$ cat config.mk
export PLATFORM = sky130hd
export DESIGN_NAME = jtframe_romload_sdram
export DESIGN_NICKNAME = d
export VERILOG_FILES = /design/src/rtl/jtframe_romload_pkg.sv /design/src/rtl/jtframe_romload_fifo.sv /design/src/rtl/jtframe_romload_sdram.sv
export SDC_FILE = /design/constraint.sdc
export NUM_CORES = 1
export LEC_CHECK = 0
export ABC_AREA = 1
export ABC_CLOCK_PERIOD_IN_PS = 3500
export BUFFER_PORTS_ARGS = -buffer_cell sky130_fd_sc_hd__clkbuf_2
export CORE_MARGIN = 4
export CORE_UTILIZATION = 40
export DETAILED_ROUTE_END_ITERATION = 7
export GPL_TIMING_DRIVEN = 0
export PLACE_DENSITY_LB_ADDON = 0.1
export SYNTH_ARGS = -nofsm -noshare
export SYNTH_HDL_FRONTEND = slang
export SYNTH_SLANG_ARGS = --single-unit
$ cat constraint.sdc
create_clock -name clk_rom -period 3.5 [get_ports clk_rom]
set_input_delay 0.7 -clock clk_rom [delete_from_list [all_inputs] [get_ports clk_rom]]
set_output_delay 0.7 -clock clk_rom [all_outputs]
set_load 0.02 [all_outputs]
$ cat src/rtl/jtframe_romload_pkg.sv
// Shared types and constants for the ROM-download-to-SDRAM bridge.
package jtframe_romload_pkg;

  typedef enum logic [1:0] {
    IDLE   = 2'd0,
    ACTIVE = 2'd1,
    FLUSH  = 2'd2,
    DONE   = 2'd3
  } state_e;

  localparam logic [1:0] MASK_LO_WR = 2'b10;
  localparam logic [1:0] MASK_HI_WR = 2'b01;
  localparam logic [1:0] MASK_NONE  = 2'b11;

  // Entry layout is {word address, odd-byte flag, byte}.
  function automatic int entry_w(input int aw);
    return aw + 1 + 8;
  endfunction

endpackage

$ cat src/rtl/jtframe_romload_fifo.sv
// Small synchronous FIFO; reads fall through when empty so a push and pop
// in the same cycle hand the incoming word straight to the consumer.
module jtframe_romload_fifo #(
  parameter int W  = 31,
  parameter int AW = 2
)(
  input  logic         clk_rom,
  input  logic         rst,
  input  logic         push,
  input  logic [W-1:0] din,
  input  logic         pop,
  output logic [W-1:0] dout,
  output logic         full,
  output logic         empty
);
  localparam int DEPTH = 1 << AW;

  logic [W-1:0]  mem_q [DEPTH];
  logic [AW-1:0] wr_ptr_q, wr_ptr_d;
  logic [AW-1:0] rd_ptr_q, rd_ptr_d;
  logic [AW:0]   cnt_q, cnt_d;
  logic          do_push_s, do_pop_s;

  // flags, effective push/pop and next pointers
  always_comb begin
    empty     = (cnt_q == (AW+1)'(0));
    full      = (cnt_q == (AW+1)'(DEPTH));
    do_push_s = push && (!full || pop);
    do_pop_s  = pop && (!empty || push);
    wr_ptr_d  = do_push_s ? wr_ptr_q + AW'(1) : wr_ptr_q;
    rd_ptr_d  = do_pop_s ? rd_ptr_q + AW'(1) : rd_ptr_q;
    if (do_push_s && !do_pop_s) begin
      cnt_d = cnt_q + (AW+1)'(1);
    end else if (do_pop_s && !do_push_s) begin
      cnt_d = cnt_q - (AW+1)'(1);
    end else begin
      cnt_d = cnt_q;
    end
    dout = empty ? din : mem_q[rd_ptr_q];
  end

  // storage array
  always_ff @(posedge clk_rom) begin
    if (do_push_s) mem_q[wr_ptr_q] <= din;
  end

  // pointers and occupancy
  always_ff @(posedge clk_rom or posedge rst) begin
    if (rst) begin
      wr_ptr_q <= AW'(0);
      rd_ptr_q <= AW'(0);
      cnt_q    <= (AW+1)'(0);
    end else begin
      wr_ptr_q <= wr_ptr_d;
      rd_ptr_q <= rd_ptr_d;
      cnt_q    <= cnt_d;
    end
  end

endmodule

$ cat src/rtl/jtframe_romload_sdram.sv
// Turns the data_io byte stream into masked 16-bit SDRAM programming writes,
// buffering bytes so controller stalls do not lose data.
module jtframe_romload_sdram
  import jtframe_romload_pkg::*;
#(
  parameter int HEADER  = 0,
  parameter int FIFO_AW = 2,
  parameter int AW      = 22
)(
  input  logic          clk_rom,
  input  logic          rst,
  input  logic          downloading,
  input  logic [22:0]   ioctl_addr,
  input  logic [7:0]    ioctl_data,
  input  logic          ioctl_wr,
  output logic [AW-1:0] prog_addr,
  output logic [15:0]   prog_data,
  output logic [1:0]    prog_mask,
  output logic          prog_we,
  input  logic          prog_ack,
  output logic          dwnld_busy,
  output logic          dwnld_done,
  output logic          overflow,
  output logic [22:0]   byte_cnt
);
  localparam int          EW  = entry_w(AW);
  localparam logic [22:0] HDR = 23'(HEADER);

  state_e        state_q, state_d;
  logic          pending_q, pending_d;
  logic          downloading_q, downloading_d;
  logic [AW-1:0] prog_addr_q, prog_addr_d;
  logic [15:0]   prog_data_q, prog_data_d;
  logic [1:0]    prog_mask_q, prog_mask_d;
  logic          prog_we_q, prog_we_d;
  logic          busy_q, busy_d;
  logic          done_q, done_d;
  logic          overflow_q, overflow_d;
  logic [22:0]   byte_cnt_q, byte_cnt_d;

  logic [22:0]   rel_s;
  logic          accept_s, issue_s, drop_s, rise_s;
  logic [EW-1:0] push_entry_s, fifo_dout_s;
  logic          fifo_full_s, fifo_empty_s;

  // byte acceptance and issue decisions
  always_comb begin
    rel_s        = ioctl_addr - HDR;
    accept_s     = ioctl_wr && (state_q == ACTIVE) && (ioctl_addr >= HDR);
    push_entry_s = {AW'(rel_s >> 1), rel_s[0], ioctl_data};
    // an idle output stage takes the FIFO head, or the incoming byte if empty
    issue_s      = !prog_we_q && (!fifo_empty_s || accept_s);
    drop_s       = accept_s && fifo_full_s && !issue_s;
    rise_s       = downloading && !downloading_q;
  end

  jtframe_romload_fifo #(
    .W  (EW),
    .AW (FIFO_AW)
  ) u_fifo (
    .clk_rom (clk_rom),
    .rst     (rst),
    .push    (accept_s && !drop_s),
    .din     (push_entry_s),
    .pop     (issue_s),
    .dout    (fifo_dout_s),
    .full    (fifo_full_s),
    .empty   (fifo_empty_s)
  );

  // next state for the request stage and download sequencing
  always_comb begin
    state_d       = state_q;
    pending_d     = pending_q;
    downloading_d = downloading;
    prog_addr_d   = prog_addr_q;
    prog_data_d   = prog_data_q;
    prog_mask_d   = prog_mask_q;
    prog_we_d     = prog_we_q;
    busy_d        = busy_q;
    done_d        = 1'b0;
    overflow_d    = overflow_q;
    byte_cnt_d    = byte_cnt_q;

    if (prog_we_q && prog_ack) begin
      prog_we_d = 1'b0;
    end else if (issue_s) begin
      prog_we_d   = 1'b1;
      prog_addr_d = fifo_dout_s[EW-1:9];
      prog_data_d = {fifo_dout_s[7:0], fifo_dout_s[7:0]};
      prog_mask_d = fifo_dout_s[8] ? MASK_HI_WR : MASK_LO_WR;
    end else begin
      prog_we_d = prog_we_q;
    end

    if (drop_s) begin
      overflow_d = 1'b1;
    end else if (accept_s) begin
      byte_cnt_d = byte_cnt_q + 23'd1;
    end else begin
      byte_cnt_d = byte_cnt_q;
    end

    case (state_q)
      IDLE: begin
        if (rise_s || pending_q) begin
          state_d    = ACTIVE;
          pending_d  = 1'b0;
          busy_d     = 1'b1;
          byte_cnt_d = 23'd0;
          overflow_d = 1'b0;
        end else begin
          state_d = IDLE;
        end
      end
      ACTIVE: begin
        if (!downloading) begin
          state_d = FLUSH;
        end else begin
          state_d = ACTIVE;
        end
      end
      FLUSH: begin
        pending_d = pending_q || rise_s;
        // the last acknowledge empties the pipe in this very cycle
        if (fifo_empty_s && (!prog_we_q || prog_ack)) begin
          state_d = DONE;
          done_d  = 1'b1;
          busy_d  = 1'b0;
        end else begin
          state_d = FLUSH;
        end
      end
      DONE: begin
        pending_d = pending_q || rise_s;
        state_d   = IDLE;
      end
      default: begin
        state_d = IDLE;
      end
    endcase
  end

  // state and registered outputs
  always_ff @(posedge clk_rom or posedge rst) begin
    if (rst) begin
      state_q       <= IDLE;
      pending_q     <= 1'b0;
      downloading_q <= 1'b0;
      prog_addr_q   <= AW'(0);
      prog_data_q   <= 16'd0;
      prog_mask_q   <= MASK_NONE;
      prog_we_q     <= 1'b0;
      busy_q        <= 1'b0;
      done_q        <= 1'b0;
      overflow_q    <= 1'b0;
      byte_cnt_q    <= 23'd0;
    end else begin
      state_q       <= state_d;
      pending_q     <= pending_d;
      downloading_q <= downloading_d;
      prog_addr_q   <= prog_addr_d;
      prog_data_q   <= prog_data_d;
      prog_mask_q   <= prog_mask_d;
      prog_we_q     <= prog_we_d;
      busy_q        <= busy_d;
      done_q        <= done_d;
      overflow_q    <= overflow_d;
      byte_cnt_q    <= byte_cnt_d;
    end
  end

  assign prog_addr  = prog_addr_q;
  assign prog_data  = prog_data_q;
  assign prog_mask  = prog_mask_q;
  assign prog_we    = prog_we_q;
  assign dwnld_busy = busy_q;
  assign dwnld_done = done_q;
  assign overflow   = overflow_q;
  assign byte_cnt   = byte_cnt_q;

endmodule
Word-level counts from Yosys, hierarchy flattened --
Memories as Yosys holds them, arrays and structs flattened. Cells that the tools add are included.
Word-level totals: register bits after elaboration 78, bits in writable memories 124, input bits 36, output and inout port bits 67, word-level logic and storage cells 90, memories kept 1
Cells by class: add/subtract/negate cells 5, magnitude comparators 1, equality and inequality tests 6, muxes and demuxes 26, bitwise operators 1, reduce and logical (&&, ||, !) cells 36
Memory list:
- u_fifo.mem_q | words 4, bits a word 31, rd ports 1, clocked after memory_dff 0, write ports 1, line jtframe_romload_fifo.sv:18 | logic [W-1:0] mem_q [DEPTH];
Operator list (number):
- two-way mux 23 bit | 4
- two-way mux 31 bit | 1
- adder 23 x 1 -> 23 bit, second input constant | 1
- greater-or-equal comparator 23 x 1 -> 1 bit, second input constant | 1
- two-way mux 1 bit | 14
- logical AND 1 bit | 13
- logical NOT 1 bit | 8
- one-hot mux 2 bit (4 select lines) | 1
- nonzero test 2 bit | 4
- two-way mux 3 bit | 2
- logical OR 1 bit | 5
- adder 2 x 1 -> 2 bit, second input constant | 2
- == test 2 bit, second input constant | 2
- two-way mux 2 bit | 2
- != test 2 bit, second input constant | 2
- one-hot mux 1 bit (2 select lines) | 2
- AND reduction 2 bit | 2
- adder 3 x 1 -> 3 bit, second input constant | 1
- == test 3 bit, second input constant | 1
- logical NOT 3 bit | 1
- AND reduction 3 bit | 1
- subtractor 3 x 1 -> 3 bit, second input constant | 1
- == test 2 x 1 -> 1 bit, second input constant | 1
- logical NOT 2 bit | 1
- other kinds (2) | 2

Depth between registers and ports, before layout --
Gate-level depths: netlist of the first run.
depth after elaboration 14, mapped depth 13, depth with buffers taken out 11

By module --
A second synthesis of the first run with hierarchy kept.
Unflattened totals: cell total of the unflattened synthesis 1028, area, all modules 9100.0 µm²
By module, submodules not included:
- jtframe_romload_fifo | times used 1, cells an instance 644, area each 6117.1 µm², seq. area each 3898.7 µm²
- jtframe_romload_sdram | times used 1, cells an instance 384, area each 2982.9 µm², seq. area each 1579.0 µm²

Worst setup path before layout of the first run --
No wires, ideal clock.
path kind input port to flip-flop, start point in ioctl_wr, end point mem u_fifo.mem_q[0][0] (enable), library setup time 0.419 ns, arrival time 2.418 ns, required time 3.081 ns, path slack 0.662 ns, cell stages on the path 5, path buffers 1, cell sequence nand3_4 > clkinv_4 > nand2_2 > buf_6 > nor2_1
On the way: longest elaborated chain between the ends 11, elaborated cells on any way between the ends 13, classes of those cells mux: 2; reduce/logical: 11
Ends and longest elaborated chain:
- start: declaration | line jtframe_romload_sdram.sv:15 | input logic ioctl_wr,
- logical AND 1 bit * (2 in series) | line jtframe_romload_sdram.sv:49 | accept_s = ioctl_wr && (state_q == ACTIVE) && (ioctl_addr >= HDR);
- logical OR 1 bit | line jtframe_romload_sdram.sv:52 | issue_s = !prog_we_q && (!fifo_empty_s || accept_s);
- logical AND 1 bit | line jtframe_romload_sdram.sv:52
- logical NOT 1 bit | line jtframe_romload_sdram.sv:53 | drop_s = accept_s && fifo_full_s && !issue_s;
- logical AND 1 bit | line jtframe_romload_sdram.sv:53
- logical NOT 1 bit | line jtframe_romload_sdram.sv:63 | .push (accept_s && !drop_s),
- logical AND 1 bit | line jtframe_romload_sdram.sv:63
- logical AND 1 bit * | line jtframe_romload_fifo.sv:28 | do_push_s = push && (!full || pop);
- two-way mux 1 bit * | line jtframe_romload_fifo.sv:44 | if (do_push_s) mem_q[wr_ptr_q] <= din;
- two-way mux 1 bit (implied by the code) * | line jtframe_romload_fifo.sv:44
- end: declaration | line jtframe_romload_fifo.sv:18
Every way passes the cells marked *; elsewhere a longest branch is shown, timed or not.

Final worst setup path of the first run --
start point reg u_fifo.cnt_q[0], end point reg u_fifo.cnt_q[2]
On the way: longest elaborated chain between the ends 13, elaborated cells on any way between the ends 24, classes of those cells add/sub: 2; eq/ne: 1; mux: 2; reduce/logical: 19
Ends and longest elaborated chain:
- start: declaration | line jtframe_romload_fifo.sv:21 | logic [AW:0] cnt_q, cnt_d;
- start signal: assignment | line jtframe_romload_fifo.sv:52 | cnt_q <= (AW+1)'(0);
- start signal: assignment | line jtframe_romload_fifo.sv:56 | cnt_q <= cnt_d;
- logical NOT 3 bit | line jtframe_romload_fifo.sv:26 | empty = (cnt_q == (AW+1)'(0));
- logical NOT 1 bit | line jtframe_romload_fifo.sv:29, jtframe_romload_sdram.sv:52
- logical OR 1 bit | line jtframe_romload_sdram.sv:52
- logical AND 1 bit | line jtframe_romload_sdram.sv:52
- logical NOT 1 bit | line jtframe_romload_sdram.sv:53
- logical AND 1 bit | line jtframe_romload_sdram.sv:53
- logical NOT 1 bit | line jtframe_romload_sdram.sv:63
- logical AND 1 bit | line jtframe_romload_sdram.sv:63
- logical OR 1 bit | line jtframe_romload_fifo.sv:29 | do_pop_s = pop && (!empty || push);
- logical AND 1 bit | line jtframe_romload_fifo.sv:29
- logical NOT 1 bit | line jtframe_romload_fifo.sv:32 | if (do_push_s && !do_pop_s) begin
- logical AND 1 bit | line jtframe_romload_fifo.sv:32
- two-way mux 3 bit / nonzero test 2 bit (equally long branches)
Several ways; a longest one is shown, not always the timed one. The select of a mux whose other input is x is not followed. A chain may end at the register's enable or synchronous reset.

==> results by group, run 1 <==
Status
  • Status: finished clean

Timing
  • Fin crit period: 2430 ps
  • F_max: 0.411 GHz
  • Final worst-path cycle share: 0.695
  • Skew final: 9.79 ps
  • Setup_tns: 0 ps
  • Actual slew at the worst max-slew pin: 659 ps
  • Pins over their slew limit: 0
  • WHS: 266 ps
  • Setup violators final: 0
  • Rel. slew slack: 0.560
  • Final hold violations: 0
  • RSZ-0062 raised after global routing: false

CTS
  • CTS Sinks: 194
  • Post-CTS setup buffer count: 0
  • Cts hold-fix bufs: 0
  • CTS clk-pin slew, worst paths: 70 ps
  • Resized Gates After CTS: 0
  • Clock Path Buffers: 2
  • Clock buffer count from CTS: 17
  • CTS H-tree depth: 4
  • Clock Tree Root: clkbuf_16
  • CTS tree: built
  • Clock latency on the worst-skew pair: 420 ps

Worst setup path
  • Crit path capture: u_fifo.cnt_q[2]
  • Worst setup EP type: flop
  • Critical path type: flop to flop
  • Crit path launch: u_fifo.cnt_q[0]
  • R2r worst-path depth: 12
  • CP delay by family, top: simple AND/OR/NAND/NOR gates
  • Critical path buffers and inverters: 3
  • Crit path launch type: flop
  • Crit-path cells: nor2_2, nand2_2, o21ai_2, buf_6, buf_6, ha_1, inv_1, fa_1, nor2_1, nor2_1, nand2_1, xor2_1
  • Reg2Reg Setup Slack: 1070 ps
  • Slowest stage cell, crit path: dfrtp_1
  • Crit. path cell count: 12
  • Maximum fanout along the worst path: 10
  • Worst R2R End: u_fifo.cnt_q[2]
  • WP data required: 3840 ps
  • CP arrival: 2780 ps
  • CP max stage delay: 440 ps
  • Reg2reg start: u_fifo.cnt_q[0]

Power and ir drop
  • Total power draw: 8.17 mW
  • Maximum vdd drop: 0.000399 V
  • PD cells: 830 nW/µm²
  • Leak Pwr: 3.94 nW

Flow run
  • Max-cap violations: 0

Yosys
  • Complex-gate fraction of the synthesized area: 0.114
  • Mux cell area share after synthesis: 0
  • Synthesized net count: 815
  • Seq cells post-synth: 194
  • Area share of and/or/nand/nor cells after synthesis: 0.150
  • Yosys warns: 0
  • XOR/XNOR Fraction of Synth Area: 0.00852
  • Synthesized area per cell: 10.6 µm²
  • Seq/Total Area, Yosys: 0.666
  • Cell variety after synth: 31
  • Largest family of logic cells by synthesized area: simple AND/OR/NAND/NOR gates
  • Mapped cell area: 8220 µm²
  • Post-Synthesis Cells: 772
  • Synth Area in Adders: 0.0116

Drt
  • DRC: 0
  • Detail Route Antenna Nets: 0
  • Total number of vias: 6,051
  • DRC violation total after the first TritonRoute iteration: 400
  • DRT Wirelength: 20.9 mm
  • Via density: 5.12
  • DR pass1 iterations: 6
  • WL/cell: 17.7 µm

Layout
  • Layout Nets: 941
  • Fill cells: 1,906
  • N_diodes: 0
  • Most common cell after layout, fill and taps aside: nor2_1
  • Area Overhead vs Synth: 19.8%
  • Commonest non-fill, non-tap cells in the layout: 149 x nor2_1, 124 x edfxtp_1, 102 x clkbuf_2, 100 x nand2_1, 72 x o21ai_0
  • Layout cell share with drive strength beyond 1: 0.200

Die
  • Io pins: 103
  • Rows: 52
  • Core area: 20,200 µm²
  • Die H: 151 µm
  • Die area: 22,900 µm²
  • Initial cell density of the core: 0.406
  • Die width: 151 µm

Place
  • Detailed Place HPWL: 13.4 mm
  • Placer Congestion: 0.791
  • I/O Buffers: 102

Global route
  • Vias in the first global route: 6,011
  • First-pass GRT wire length: 32.5 mm
  • All-Layer GR Usage: 0.188
  • Congestion Overflow GR: 0
  • Largest net degree at the start of global routing: 48
  • Initial antenna violation count: 0

Min path
  • Hold Crit Class: primary input to async pin
worst min path at each step:
stage | from | endpoint
3_3_place_gp | prog_mask[0] | prog_mask[0]
2_1_floorplan | pending_q | pending_q
3_5_place_dp | prog_mask[0] | prog_mask[0]
6_report | rst | prog_addr[15]
4_1_cts | rst | prog_addr[15]
5_1_grt | rst | prog_addr[15]
flip-flops by register name, summed over array words and instances, names as in the netlist, named ones only:
| register | flops |
|---|---|
| dwnld_busy | 1 |
| prog_data | 8 |
| u_fifo.wr_ptr_q | 2 |
| byte_cnt | 23 |
| pending_q | 1 |
| overflow | 1 |
| prog_mask | 2 |
| dwnld_done | 1 |
| state_q | 1 |
| downloading_q | 1 |
| u_fifo.mem_q | 124 |
| prog_addr | 22 |
| prog_we | 1 |
| u_fifo.rd_ptr_q | 2 |
| u_fifo.cnt_q | 3 |
layer usage:
layer  wire length (µm)  global-route usage
met3               1240              0.0353
met4                214              0.0499
met5                  0                   0
met1               8990               0.248
met2              10500               0.320
stage by stage:
step | util | area [µm²] | instances | setup WS, ps
after global routing | 0.487 | 9850 | 1181 | 902
after detailed placement | 0.456 | 9220 | 1149 | 847
final | 0.487 | 9850 | 1181 | 1070
after CTS | 0.487 | 9850 | 1181 | 1050
after global placement | 0.448 | 9070 | 1144 | -790
after floorplan | - | 8220 | 772 | 662
cells in the mapped netlist, drive strengths merged:
| master | instances | area [µm²] |
|---|---|---|
| edfxtp | 124 | 3720 |
| xnor2 | 2 | 17.5 |
| nor2 | 159 | 627 |
| o21ai | 73 | 369 |
| buf | 22 | 161 |
| or2 | 1 | 6.26 |
| fa | 1 | 20.0 |
| o21bai | 2 | 15.0 |
| clkbuf | 21 | 78.8 |
| nand4 | 9 | 56.3 |
| a22oi | 1 | 7.51 |
| xor2 | 6 | 52.6 |
| dfstp | 2 | 52.6 |
| a21oi | 67 | 335 |
| nand3 | 25 | 138 |
| nor3 | 2 | 10.0 |
| inv | 44 | 165 |
| nand2 | 103 | 394 |
| dfrtp | 68 | 1700 |
| clkinv | 1 | 8.76 |
| ha | 6 | 75.1 |
| a31oi | 3 | 18.8 |
| o22ai | 30 | 188 |
layout make-up:
cell class / count / area, µm² / area share
buffer: 43 / 240 / 0.0244
inverter: 45 / 176 / 0.0179
tap: 270 / 338 / 0.0343
clock inverter: 13 / 185 / 0.0188
clock buffer: 19 / 443 / 0.0450
sequential: 194 / 5480 / 0.556
multi-input combinational: 490 / 2360 / 0.240
timing repair buffer: 107 / 626 / 0.0635
report_power, final:
part           switching (mW)  internal (mW)  leakage, nW  total [mW]
Sequential              0.225           2.85         1.97        3.07
Combinational            2.06          0.984         1.66        3.04
Clock                   0.843           1.22        0.303        2.06
Total                    3.13           5.05         3.94        8.17
logic make-up (layout without fill, tap and decap cells):
logic type                 after synthesis  in the layout
and+or+nand+nor                        299            299
DFF                                    194            194
AOI/OAI and AO/OA                      176            176
buffers and inverters                   88            227
xor gates and xnor gates                 8              8
adders and majority gates                7              7
No activity file was read; power rests on OpenSTA's default activity.
==> inputs of run 2 (changes only) <==
ABC_CLOCK_PERIOD_IN_PS = 2300   (was 3500)
clock period = 2.3 ns   (was 3.5 ns; I/O delays follow)
==> results by group, run 2 (synthesized netlist as in run 1, its figures left out) <==
Power and ir drop
  • Gate power share: 0.379 (was 0.372)
  • Clk pwr share: 0.249 (was 0.252)
  • Total power draw: 12.6 mW (was 8.17 mW)
  • Leak Pwr: 3.98 nW (was 3.94 nW)
  • Internal: 7.77 mW (was 5.05 mW)
  • Sw Ratio: 0.383 (about the same)
  • PD cells: 1270 nW/µm² (was 830 nW/µm²)
  • Maximum vdd drop: 0.000615 V (was 0.000399 V)
  • Seq pwr share: 0.372 (was 0.376)
  • Net Switching: 4.82 mW (was 3.13 mW)

Die
  • Initial cell density of the core: 0.406 (unchanged)
  • Die area: 22,900 µm² (unchanged)
  • Rows: 52 (unchanged)
  • Core area: 20,200 µm² (unchanged)
  • Die width: 151 µm (unchanged)
  • Io pins: 103 (unchanged)
  • Die H: 151 µm (unchanged)

Global route
  • Largest net degree at the start of global routing: 48 (unchanged)
  • Vias in the first global route: 6,015 (was 6,011)
  • Initial antenna violation count: 0 (unchanged)
  • All-Layer GR Usage: 0.188 (about the same)
  • First-pass GRT wire length: 32.6 mm (was 32.5 mm)
  • Congestion Overflow GR: 0 (unchanged)

CTS
  • CTS H-tree depth: 4 (unchanged)
  • CTS tree: built (unchanged)
  • CTS Sinks: 194 (unchanged)
  • Clock latency on the worst-skew pair: 430 ps (was 420 ps)
  • CTS clk-pin slew, worst paths: 70 ps (about the same)
  • Clock buffer count from CTS: 17 (unchanged)
  • Clock Path Buffers: 2 (unchanged)
  • Cts hold-fix bufs: 0 (unchanged)
  • Clock Tree Root: clkbuf_16 (unchanged)

Timing
  • WHS: 19.7 ps (was 266 ps)
  • Setup_tns: 0 ps (unchanged)
  • Final hold violations: 0 (unchanged)
  • Final worst-path cycle share: 0.938 (was 0.695)
  • Skew final: 10.5 ps (was 9.79 ps)
  • Final worst slack: 142 ps (was 1070 ps)
  • F_max: 0.463 GHz (was 0.411 GHz)
  • Rel. slew slack: 0.559 (was 0.560)
  • Fin crit period: 2160 ps (was 2430 ps)
  • Setup violators final: 0 (unchanged)
  • Actual slew at the worst max-slew pin: 662 ps (was 659 ps)
  • RSZ-0062 raised after global routing: false (unchanged)
  • Pins over their slew limit: 0 (unchanged)

Layout
  • Storage cell area: 5480 µm² (about the same)
  • Fill cells: 1,903 (was 1,906)
  • Final non-filler cell total: 1,188 (was 1,181)
  • Layout cell share with drive strength beyond 1: 0.209 (was 0.200)
  • Area Overhead vs Synth: 20.7% (was 19.8%)
  • N_diodes: 0 (unchanged)
  • Layout Nets: 948 (was 941)
  • Most common cell after layout, fill and taps aside: nor2_1 (unchanged)
  • Max reg flops: 124 (unchanged)
  • Commonest non-fill, non-tap cells in the layout: 149 x nor2_1, 124 x edfxtp_1, 102 x clkbuf_2, 100 x nand2_1, 72 x o21ai_0 (unchanged)
  • Biggest register: u_fifo.mem_q (unchanged)
  • Multi-input gate area: 2380 µm² (was 2360 µm²)

Place
  • Placer Congestion: 0.791 (unchanged)
  • Detailed Place HPWL: 13.4 mm (unchanged)
  • Cell total after placement: 1,149 (unchanged)
  • Pre-CTS setup slack: -133 ps (was 847 ps)
  • I/O Buffers: 102 (unchanged)

Worst setup path
  • Reg2reg start: state_q[0] (was u_fifo.cnt_q[0])
  • Maximum fanout along the worst path: 10 (unchanged)
  • Crit path launch type: flop (unchanged)
  • R2r worst-path depth: 12 (unchanged)
  • Worst setup EP type: flop (unchanged)
  • Most used cell, CP: nor2_1
  • WP data required: 2650 ps (was 3840 ps)
  • CP arrival: 2500 ps (was 2780 ps)
  • CP max stage delay: 440 ps (about the same)
  • Reg2Reg Setup Slack: 140 ps (was 1070 ps)
  • Critical path type: flop to flop (unchanged)
  • Worst R2R End: u_fifo.cnt_q[2] (unchanged)
  • CP delay by family, top: adder cells (was simple AND/OR/NAND/NOR gates)
  • Slowest stage cell, crit path: dfrtp_2 (was dfrtp_1)
  • Critical path buffers and inverters: 4 (was 3)
  • Crit-path cells: nand3_4, inv_8, o21ai_4, buf_8, buf_6, ha_1, inv_1, fa_1, nor2_1, nor2_1, nand2_1, xor2_1 (was nor2_2, nand2_2, o21ai_2, buf_6, buf_6, ha_1, inv_1, fa_1, nor2_1, nor2_1, nand2_1, xor2_1)

Drt
  • Detail Route Antenna Nets: 0 (unchanged)
  • DRC violation total after the first TritonRoute iteration: 446 (was 400)
  • Total number of vias: 6,093 (was 6,051)
  • Via density: 5.13 (was 5.12)
  • WL/cell: 17.7 µm (about the same)
  • DRT Wirelength: 21.1 mm (was 20.9 mm)
  • DRC: 0 (unchanged)
  • DR pass1 iterations: 5 (was 6)

Min path
  • Hold Crit Class: primary input to async pin (unchanged)

Flow run
  • Max-cap violations: 0 (unchanged)

Status
  • Status: finished clean (unchanged)
## run 2: changes by cell type in the layout (fill, tap and decap cells not counted), sizes merged
cell    previous run  this run
buf               27        34
clkinv             8         7
inv               44        45
## run 2: worst max-delay path by stage
stage	slack (ps)	depth (start not counted)	from	to
3_3_place_gp	-1750	6	ioctl_wr	u_fifo.mem_q[0][13]
5_1_grt	5	13	flop	u_fifo.cnt_q[2]
4_1_cts	50	12	u_fifo.cnt_q[0]	u_fifo.cnt_q[2]
2_1_floorplan	-320	4	prog_we	u_fifo.mem_q[0][0]
6_report	140	12	state_q[0]	u_fifo.cnt_q[2]
3_5_place_dp	-130	12	u_fifo.cnt_q[0]	u_fifo.cnt_q[2]
## run 2: worst reg2reg max path, cell delays in order (launching register included)
cell	delay, ps
dfrtp_2	440
nand3_4	140
inv_8	60
o21ai_4	180
buf_8	120
buf_6	140
ha_1	160
inv_1	70
fa_1	380
nor2_1	120
nor2_1	50
nand2_1	70
xor2_1	150
## run 2: final cells by class
type / count / area share
well taps: 270 / 0.0340
repair buffers: 114 / 0.0683
plain buffers: 43 / 0.0246
clock buffers: 19 / 0.0446
clock inverters: 13 / 0.0187
flip-flops and latches: 194 / 0.552
multi-input cells: 490 / 0.240
inverters: 45 / 0.0180
## run 2: timing repair
item | 4_1_cts | 5_1_grt
pin swaps | 0 | 3
setup endpoints to repair | 2 | 1
buffers inserted | 1 | 6
gates resized for setup | 5 | 3
## run 2: routing by layer
| metal | global-route usage | vias to the layer above | routed length [µm] |
|---|---|---|---|
| li1 | - | 2924 | - |
| met1 | 0.248 | 2974 | 9050 |
| met2 | 0.320 | 178 | 10600 |
| met3 | 0.0353 | 17 | 1230 |
| met4 | 0.0499 | 0 | 195 |
| met5 | 0 | - | 0 |
## run 2: metrics by stage
| stage | instance area, µm² | utilization |
|---|---|---|
| floorplan | 8220 | - |
| global placement | 9070 | 0.448 |
| detailed placement | 9220 | 0.456 |
| CTS | 9880 | 0.488 |
| global route | 9930 | 0.491 |
| finish | 9930 | 0.491 |
## run 2: power by group through the flow
stage                     logic, mW  clock network [mW]  registers, mW
after detailed placement       4.66                   0           4.75
after floorplan                2.67                   0           5.08
after CTS                      4.74                3.19           4.69
after global routing           5.28                3.34           4.75
final                          4.78                3.14           4.68
after global placement         4.48                   0           4.74
==> inputs of run 3 (changes only) <==
ABC_CLOCK_PERIOD_IN_PS = 2000   (was 2300)
clock period = 2 ns   (was 2.3 ns; I/O delays follow)
==> results by group, run 3 (synthesized netlist as in run 1, its figures left out) <==
Layout
  • Post-layout util: 0.491 (about the same)
  • Layout Nets: 961 (was 948)
  • Max reg flops: 124 (unchanged)
  • Multi-input gate area: 2390 µm² (was 2380 µm²)
  • Most common cell after layout, fill and taps aside: nor2_1 (unchanged)
  • Layout cell share with drive strength beyond 1: 0.226 (was 0.209)
  • Commonest non-fill, non-tap cells in the layout: 147 x nor2_1, 124 x edfxtp_1, 102 x clkbuf_2, 100 x nand2_1, 72 x o21ai_0 (was 149 x nor2_1, 124 x edfxtp_1, 102 x clkbuf_2, 100 x nand2_1, 72 x o21ai_0)
  • Biggest register: u_fifo.mem_q (unchanged)
  • Fill cells: 1,875 (was 1,903)
  • Final non-filler cell total: 1,202 (was 1,188)
  • Fin area: 9940 µm² (was 9930 µm²)
  • Area Overhead vs Synth: 20.9% (was 20.7%)
  • Storage cell area: 5480 µm² (unchanged)

Worst setup path
  • Reg2reg start: u_fifo.cnt_q[1] (was state_q[0])
  • CP max stage delay: 440 ps (about the same)
  • CP arrival: 2230 ps (was 2500 ps)
  • Crit-path cells: buf_4, inv_1, nand2_1, nor2_4, nor2_4, ha_1, inv_2, fa_2, nor2_1, a21oi_1 (was nand3_4, inv_8, o21ai_4, buf_8, buf_6, ha_1, inv_1, fa_1, nor2_1, nor2_1, nand2_1, xor2_1)
  • Maximum fanout along the worst path: 3 (was 10)
  • Most used cell, CP: nor2_4 (was nor2_1)
  • Reg2Reg Setup Slack: 90 ps (was 140 ps)
  • Worst setup EP type: flop (unchanged)
  • Slowest stage cell, crit path: fa_2 (was dfrtp_2)
  • Crit path launch type: flop (unchanged)
  • Critical path type: flop to flop (unchanged)
  • R2r worst-path depth: 10 (was 12)
  • Worst R2R End: u_fifo.cnt_q[1] (was u_fifo.cnt_q[2])
  • WP data required: 2310 ps (was 2650 ps)

Drt
  • Via density: 5.08 (was 5.13)
  • Top routing layer in use: met4 (unchanged)
  • WL/cell: 17.7 µm (about the same)
  • Post-Route M1 WL: 9.03 mm (was 9.05 mm)
  • DRT Wirelength: 21.2 mm (was 21.1 mm)
  • Total number of vias: 6,104 (was 6,093)
  • DRC: 0 (unchanged)
  • Met2 wire len: 10.7 mm (was 10.6 mm)
  • DR WL met3: 1.26 mm (was 1.23 mm)
  • DR pass1 iterations: 5 (unchanged)
  • Detail Route Antenna Nets: 0 (unchanged)
  • DRC violation total after the first TritonRoute iteration: 402 (was 446)

CTS
  • Clock buffer count from CTS: 17 (unchanged)
  • CTS H-tree depth: 4 (unchanged)
  • CTS Sinks: 194 (unchanged)
  • Cts hold-fix bufs: 0 (unchanged)
  • Clock Tree Root: clkbuf_16 (unchanged)
  • CTS clk-pin slew, worst paths: 70 ps (about the same)
  • Clock Path Buffers: 2 (unchanged)
  • CTS tree: built (unchanged)
  • Clock latency on the worst-skew pair: 430 ps (about the same)

Place
  • Pre-CTS setup slack: -347 ps (was -133 ps)
  • Placer Congestion: 0.871 (was 0.791)
  • Placed cell area: 9210 µm² (was 9220 µm²)
  • Detailed Place HPWL: 13.9 mm (was 13.4 mm)
  • Cell total after placement: 1,149 (unchanged)
  • I/O Buffers: 102 (unchanged)

Timing
  • Setup violators final: 0 (unchanged)
  • WHS: 102 ps (was 19.7 ps)
  • Final hold violations: 0 (unchanged)
  • Actual slew at the worst max-slew pin: 796 ps (was 662 ps)
  • Rel. slew slack: 0.468 (was 0.559)
  • Final worst-path cycle share: 0.957 (was 0.938)
  • Fin crit period: 1910 ps (was 2160 ps)
  • Final worst slack: 85.5 ps (was 142 ps)
  • Setup_tns: 0 ps (unchanged)
  • Skew final: 11.2 ps (was 10.5 ps)
  • Pins over their slew limit: 0 (unchanged)
  • F_max: 0.522 GHz (was 0.463 GHz)

Global route
  • Initial antenna violation count: 1 (was 0)
  • Congestion Overflow GR: 0 (unchanged)
  • First-pass GRT wire length: 32.5 mm (was 32.6 mm)
  • Largest net degree at the start of global routing: 40 (was 48)
  • All-Layer GR Usage: 0.188 (about the same)
  • Vias in the first global route: 6,030 (was 6,015)

Die
  • Die width: 151 µm (unchanged)
  • Core area: 20,200 µm² (unchanged)
  • Die H: 151 µm (unchanged)
  • Initial cell density of the core: 0.406 (unchanged)
  • Rows: 52 (unchanged)
  • Io pins: 103 (unchanged)
  • Die area: 22,900 µm² (unchanged)

Flow run
  • Max-cap violations: 0 (unchanged)

Status
  • Status: finished clean (unchanged)

Power and ir drop
  • PD cells: 1420 nW/µm² (was 1270 nW/µm²)
  • Leak Pwr: 4.00 nW (was 3.98 nW)
  • Maximum vdd drop: 0.000619 V (was 0.000615 V)
  • Total power draw: 14.1 mW (was 12.6 mW)

Min path
  • Hold Crit Class: primary input to async pin (unchanged)
run 3: cell count changes in the layout (fill, tap and decap cells not counted), sizes merged:
cell,change
clkbuf,-2
buf,+13
bufinv,-4
inv,+4
diode,+1
clkinvlp,+3
clkinv,-1
run 3: worst max path at each step:
| stage | start | endpoint | slack [ps] |
|---|---|---|---|
| global route | state_q[0] | u_fifo.cnt_q[2] | -2 |
| detailed placement | u_fifo.cnt_q[0] | u_fifo.cnt_q[1] | -350 |
| finish | u_fifo.cnt_q[1] | u_fifo.cnt_q[1] | 90 |
| CTS | u_fifo.cnt_q[1] | u_fifo.cnt_q[1] | 4 |
| global placement | u_fifo.cnt_q[0] | u_fifo.mem_q[3][1] | -1000 |
| floorplan | prog_we | u_fifo.mem_q[0][0] | -90 |
run 3: layout make-up:
class / instances / area share
clock inverters: 15 / 0.0125
repair buffers: 128 / 0.0773
flip-flops and latches: 194 / 0.551
clock buffers: 17 / 0.0428
plain buffers: 42 / 0.0234
multi-input cells: 490 / 0.240
diodes: 1 / 0.000252
well taps: 270 / 0.0340
inverters: 45 / 0.0179
run 3: what timing repair did:
| item | in CTS | in global routing |
|---|---|---|
| setup buffers | 7 | 14 |
| setup endpoints to repair | 2 | 105 |
| pin swaps | 2 | 6 |
| gates resized for setup | 7 | 4 |
run 3: routing by layer:
layer / global-route usage / vias to the layer above
met1: 0.237 / 2979
met4: 0.0526 / 0
met3: 0.0464 / 18
met2: 0.322 / 170
met5: 0 / -
li1: - / 2937
run 3: worst max-delay path: cells and delay by family (launching register included):
kind | cells | cell delay (ps)
simple gates | 4 | 390
flops | 1 | 430
fa+ha+maj | 2 | 620
compound gates | 1 | 60
buf+inv | 3 | 290
run 3: power by group:
| part | leakage [nW] | switching [mW] | total, mW | internal [mW] |
|---|---|---|---|---|
| sequential | 1.97 | 0.354 | 5.34 | 4.98 |
| combinational | 1.77 | 3.69 | 5.54 | 1.85 |
| clock | 0.260 | 1.57 | 3.19 | 1.63 |
| total | 4.00 | 5.61 | 14.1 | 8.46 |
